File: config.mk
export PLATFORM = sky130hd
export DESIGN_NAME = counter_updown_mod
export DESIGN_NICKNAME = d
export VERILOG_FILES = /design/src/rtl/counter_updown_mod.sv
export SDC_FILE = /design/constraint.sdc
export NUM_CORES = 1
export LEC_CHECK = 0
export ABC_CLOCK_PERIOD_IN_PS = 2000
export CORE_MARGIN = 3
export CORE_UTILIZATION = 46
export CTS_BUF_LIST = sky130_fd_sc_hd__clkbuf_16
export DETAILED_ROUTE_END_ITERATION = 10
export GPL_TIMING_DRIVEN = 0
export PLACE_DENSITY = 0.78
export SLEW_MARGIN = 30
export SYNTH_ARGS = -nofsm -noshare
export SYNTH_HDL_FRONTEND = slang
export SYNTH_SLANG_ARGS = --single-unit
export TNS_END_PERCENT = 20
File: constraint.sdc
create_clock -name clk -period 2 [get_ports clk]
set_input_delay 0.6 -clock clk [delete_from_list [all_inputs] [get_ports clk]]
set_output_delay 0.6 -clock clk [all_outputs]
set_load 0.1 [all_outputs]
File: src/rtl/counter_updown_mod.sv
// Parametrised up/down modulo counter with parallel load, a wrap or saturate
// boundary mode, an enable prescaler, and terminal-count / sticky-overflow flags.
module counter_updown_mod #(
  parameter int WIDTH    = 8,
  parameter int MAX_VAL  = 2**WIDTH - 1,
  parameter bit SATURATE = 1'b0,
  parameter int PRESCALE = 1
) (
  input  logic             clk,
  input  logic             reset,
  input  logic             enable,
  input  logic             up_down,
  input  logic             load,
  input  logic [WIDTH-1:0] load_val,
  input  logic             clear_ovf,
  output logic [WIDTH-1:0] count,
  output logic             tc,
  output logic             ovf,
  output logic             zero
);

  localparam logic [WIDTH-1:0] MAX_CNT = WIDTH'(MAX_VAL);
  localparam int               PW      = (PRESCALE > 1) ? $clog2(PRESCALE) : 1;
  localparam logic [PW-1:0]    PRE_TOP = PW'(PRESCALE - 1);

  logic [WIDTH-1:0] r_count;
  logic [PW-1:0]    r_prescale;
  logic             r_tc;
  logic             r_ovf;

  logic             w_preLast;
  logic             w_step;
  logic             w_atMax;
  logic             w_atZero;
  logic             w_boundary;
  logic [WIDTH-1:0] w_countNext;
  logic [PW-1:0]    w_prescaleNext;
  logic [WIDTH-1:0] w_loadClamped;

  assign w_preLast     = (r_prescale == PRE_TOP);
  assign w_step        = enable && w_preLast;
  assign w_atMax       = (r_count == MAX_CNT);
  assign w_atZero      = (r_count == '0);
  assign w_boundary    = w_step && (up_down ? w_atMax : w_atZero);
  assign w_loadClamped = (load_val > MAX_CNT) ? MAX_CNT : load_val;

  // Boundary compare comes before the +/-1, so the count never leaves 0..MAX_VAL
  always_comb begin
    w_countNext = r_count;
    if (w_step) begin
      if (up_down) begin
        if (w_atMax) w_countNext = SATURATE ? MAX_CNT : '0;
        else         w_countNext = r_count + WIDTH'(1);
      end else begin
        if (w_atZero) w_countNext = SATURATE ? '0 : MAX_CNT;
        else          w_countNext = r_count - WIDTH'(1);
      end
    end
  end

  always_comb begin
    w_prescaleNext = r_prescale;
    if (enable) begin
      if (w_preLast) w_prescaleNext = '0;
      else           w_prescaleNext = r_prescale + PW'(1);
    end
  end

  always_ff @(posedge clk) begin
    if (reset) begin
      r_count    <= '0;
      r_prescale <= '0;
      r_tc       <= 1'b0;
      r_ovf      <= 1'b0;
    end else if (load) begin
      r_count    <= w_loadClamped;
      r_prescale <= '0;
      r_tc       <= 1'b0;
      if (clear_ovf) r_ovf <= 1'b0;
    end else begin
      r_count    <= w_countNext;
      r_prescale <= w_prescaleNext;
      r_tc       <= w_boundary;
      // A boundary event in the same cycle as clear_ovf keeps the flag set
      r_ovf      <= w_boundary | (r_ovf & ~clear_ovf);
    end
  end

  assign count = r_count;
  assign tc    = r_tc;
  assign ovf   = r_ovf;
  assign zero  = (r_count == '0);

endmodule
==> impl_metrics.toml <==
[status]
outcome = "finished with violations"
violations = "negative setup slack"

[cts]
clkSlewWorstSetupHoldPaths_ps = 40
numCtsBuffers = 3
cts.sinks = 10
cts_root_buf = "clkbuf_16"
ctsLongestPathBuffers = 2
htree_levels = 1
cts_tree = "done"
cts_hold_buf = 0
clk_latency_ps = 240

[critical_path]
max_stage_delay_ps = 490
crit_arrival_ps = 1600
cp_slowest_cell = "or4b_4"
cp_max_fo = 2
r2r_slack_ps = 120
cp-start-kind = "flip-flop"
critPathKind = "flip-flop to primary output"
timing.critical_path.required_ps = 1400
worstPathCellList = "inv_4, ha_4, or4b_4, nor2_4, buf_12"
critPathCaptureType = "primary output"

[synth]
synth_fp_nets = 132
synth.cell_area_um2 = 856
yosysWarnings = 0
synth-seq-area-share_pct = 23.4
synth_edf_count = 0
synth_cell_types = 42
yosys-top-cells-area = "dfxtp_1 (23%), o21ai_0 (5.8%), a21oi_1 (5.3%), xnor2_1 (5.1%), ha_1 (4.4%)"
synth.top_cell.area_share_pct = 23.4
synthArstFlopShare_pct = 0
synthCells = 115
yosys.area.top_type = "dfxtp_1"
synth-seq-cells = 10
syn_area_per_cell_um2 = 7.44
synth_flop_cell = "dfxtp_1"

[grt]
grt_pass1_wl_um = 4420
grt_pass1_vias = 917
grt_max_degree = 11
gr-total-overflow = 0
antenna_found_initial = 0
grt_util_all_layers_pct = 23.1

[power]
vdd_drop_max_uv = 546
p_leak_uw = 0.000471
p_total_uw = 983
cellPowerDensity_nw_per_um2 = 778

[layout]
diodes = 0
drive_gt1_share_pct = 25.9
area_growth_pct = 47.7
mostFrequentLayoutCell = "clkdlybuf4s50_1"
layout_common_cells = "clkdlybuf4s50_1 (11), a21oi_1 (9), o21ai_0 (9), inv_1 (8), clkdlybuf4s15_2 (6)"
nets = 161

[timing]
slew_headroom_pct = 36.4
fin_worst_skew_ps = 4.72
finalSetupViolCount = 1
period_share_pct = 110
finalMaxSlewViolations = 0
final.setup.tns_ps = -204
grt_setup_unrepaired = "true"
fin_crit_ps = 2200
tightest_slew_ps = 958
hold_violations = 0
setup_ws_ps = -204
fmax_mhz = 454

[floorplan]
dieArea_um2 = 2410
pin_count = 25
start_util_pct = 52.5
die_w_um = 49.1
row_count = 14
core_area_um2 = 1630
fp.dieH_um = 49.1

[route]
vias = 1025
antenna_left = 0
drt_pre_antenna_iters = 4
drt_iter0_drc = 51
drt_wl_total_um = 2660
post_drt_wl_per_cell_um = 15.9
vias_per_cell = 6.14
drt_drc_violations_left = 0

[hold_path]
hp-class = "flip-flop to flip-flop"

[placed_design]
io_buffers = 22
dpl_worst_slack_ps = -1030
dp_hpwl_um = 1760
gp_congestion = 0.849

[job]
maxCapViolations = 0
[area by class of cell]
| cell class | count | area [um2] |
|---|---|---|
| clock buffer | 3 | 75.1 |
| timing repair buffer | 26 | 258 |
| fill | 133 | 365 |
| inverter | 9 | 38.8 |
| sequential | 10 | 218 |
| clock inverter | 1 | 3.75 |
| multi-input combinational | 85 | 594 |
| tap | 24 | 30.0 |
| buffer | 9 | 46.3 |
[cell usage after synthesis, types with 2 or more instances]
library cell / number
nand3_1: 5
nand2_1: 4
dfxtp_1: 10
ha_1: 3
o21ai_0: 10
a21oi_1: 9
nor3b_1: 3
nor2b_1: 2
o211ai_1: 3
o31ai_1: 2
o31a_1: 3
or3_1: 5
inv_1: 9
nor3_1: 2
buf_2: 3
clkbuf_1: 6
a31oi_1: 2
xnor2_1: 5
nor2_1: 5
mux2i_1: 2
[routing by layer]
metal / part of all wire (%) / vias up / GRT usage (%)
li1: - / 479 / -
met1: 40 / 466 / 31.2
met2: 47 / 71 / 37.1
met3: 12 / 9 / 2.75
met4: 2.1 / 0 / 8.53
met5: 0 / - / 0
[final timing paths]
| check | from | to | cells past startpoint |
|---|---|---|---|
| worst max-delay path | count[1] | zero | 5 |
| worst min-delay path | ovf | ovf | 1 |
| worst min register to register | ovf | ovf | 1 |
| worst max register to register | count[1] | count[7] | 7 |
[logic make-up (layout without fill, tap and decap cells)]
group | count (synthesis) | after routing | share of synthesized area (%)
compound gates | 42 | 42 | 32.7
xor+xnor | 6 | 6 | 6.14
fa+ha+maj | 3 | 3 | 4.39
buf+inv | 20 | 48 | 10.1
flops | 10 | 10 | 23.4
mux | 2 | 2 | 2.34
simple gates | 32 | 32 | 20.9
[critical path: cells and delay by family (launching register included)]
family	cells	cell delay [ps]
adder cells (fa/ha/maj)	1	120
AND/OR/NAND/NOR	2	640
buffers and inverters	2	240
flip-flops	1	350
[registers in the layout, indices dropped and copies added (netlist names)]
register and cells:
tc 1, count 8, ovf 1
[stage by stage]
stage | cell area [um2] | utilization [%] | hold slack, ps | cells
after floorplan | 881 | - | 708 | 115
after global placement | 1130 | 69.4 | 438 | 161
after detailed placement | 1130 | 69.4 | 447 | 161
after CTS | 1260 | 77.3 | 461 | 168
after global routing | 1260 | 77.6 | 491 | 167
final | 1260 | 77.6 | 459 | 167
[report_power, final]
| part | total, uW | switching [uW] | leakage (uW) | internal (uW) |
|---|---|---|---|---|
| registers | 235 | 18.4 | 0.0000859 | 216 |
| clock network | 363 | 101 | 0.0000423 | 263 |
| logic | 385 | 251 | 0.000343 | 134 |
| total | 983 | 370 | 0.000471 | 613 |
[what timing repair did]
| item | in CTS | in global routing |
|---|---|---|
| pin swaps | 1 | 2 |
| resized for setup | 38 | 10 |
| endpoints found under the setup margin | 12 | 9 |
| buffers inserted | 3 | 1 |
(Power assumes the default switching activity.)
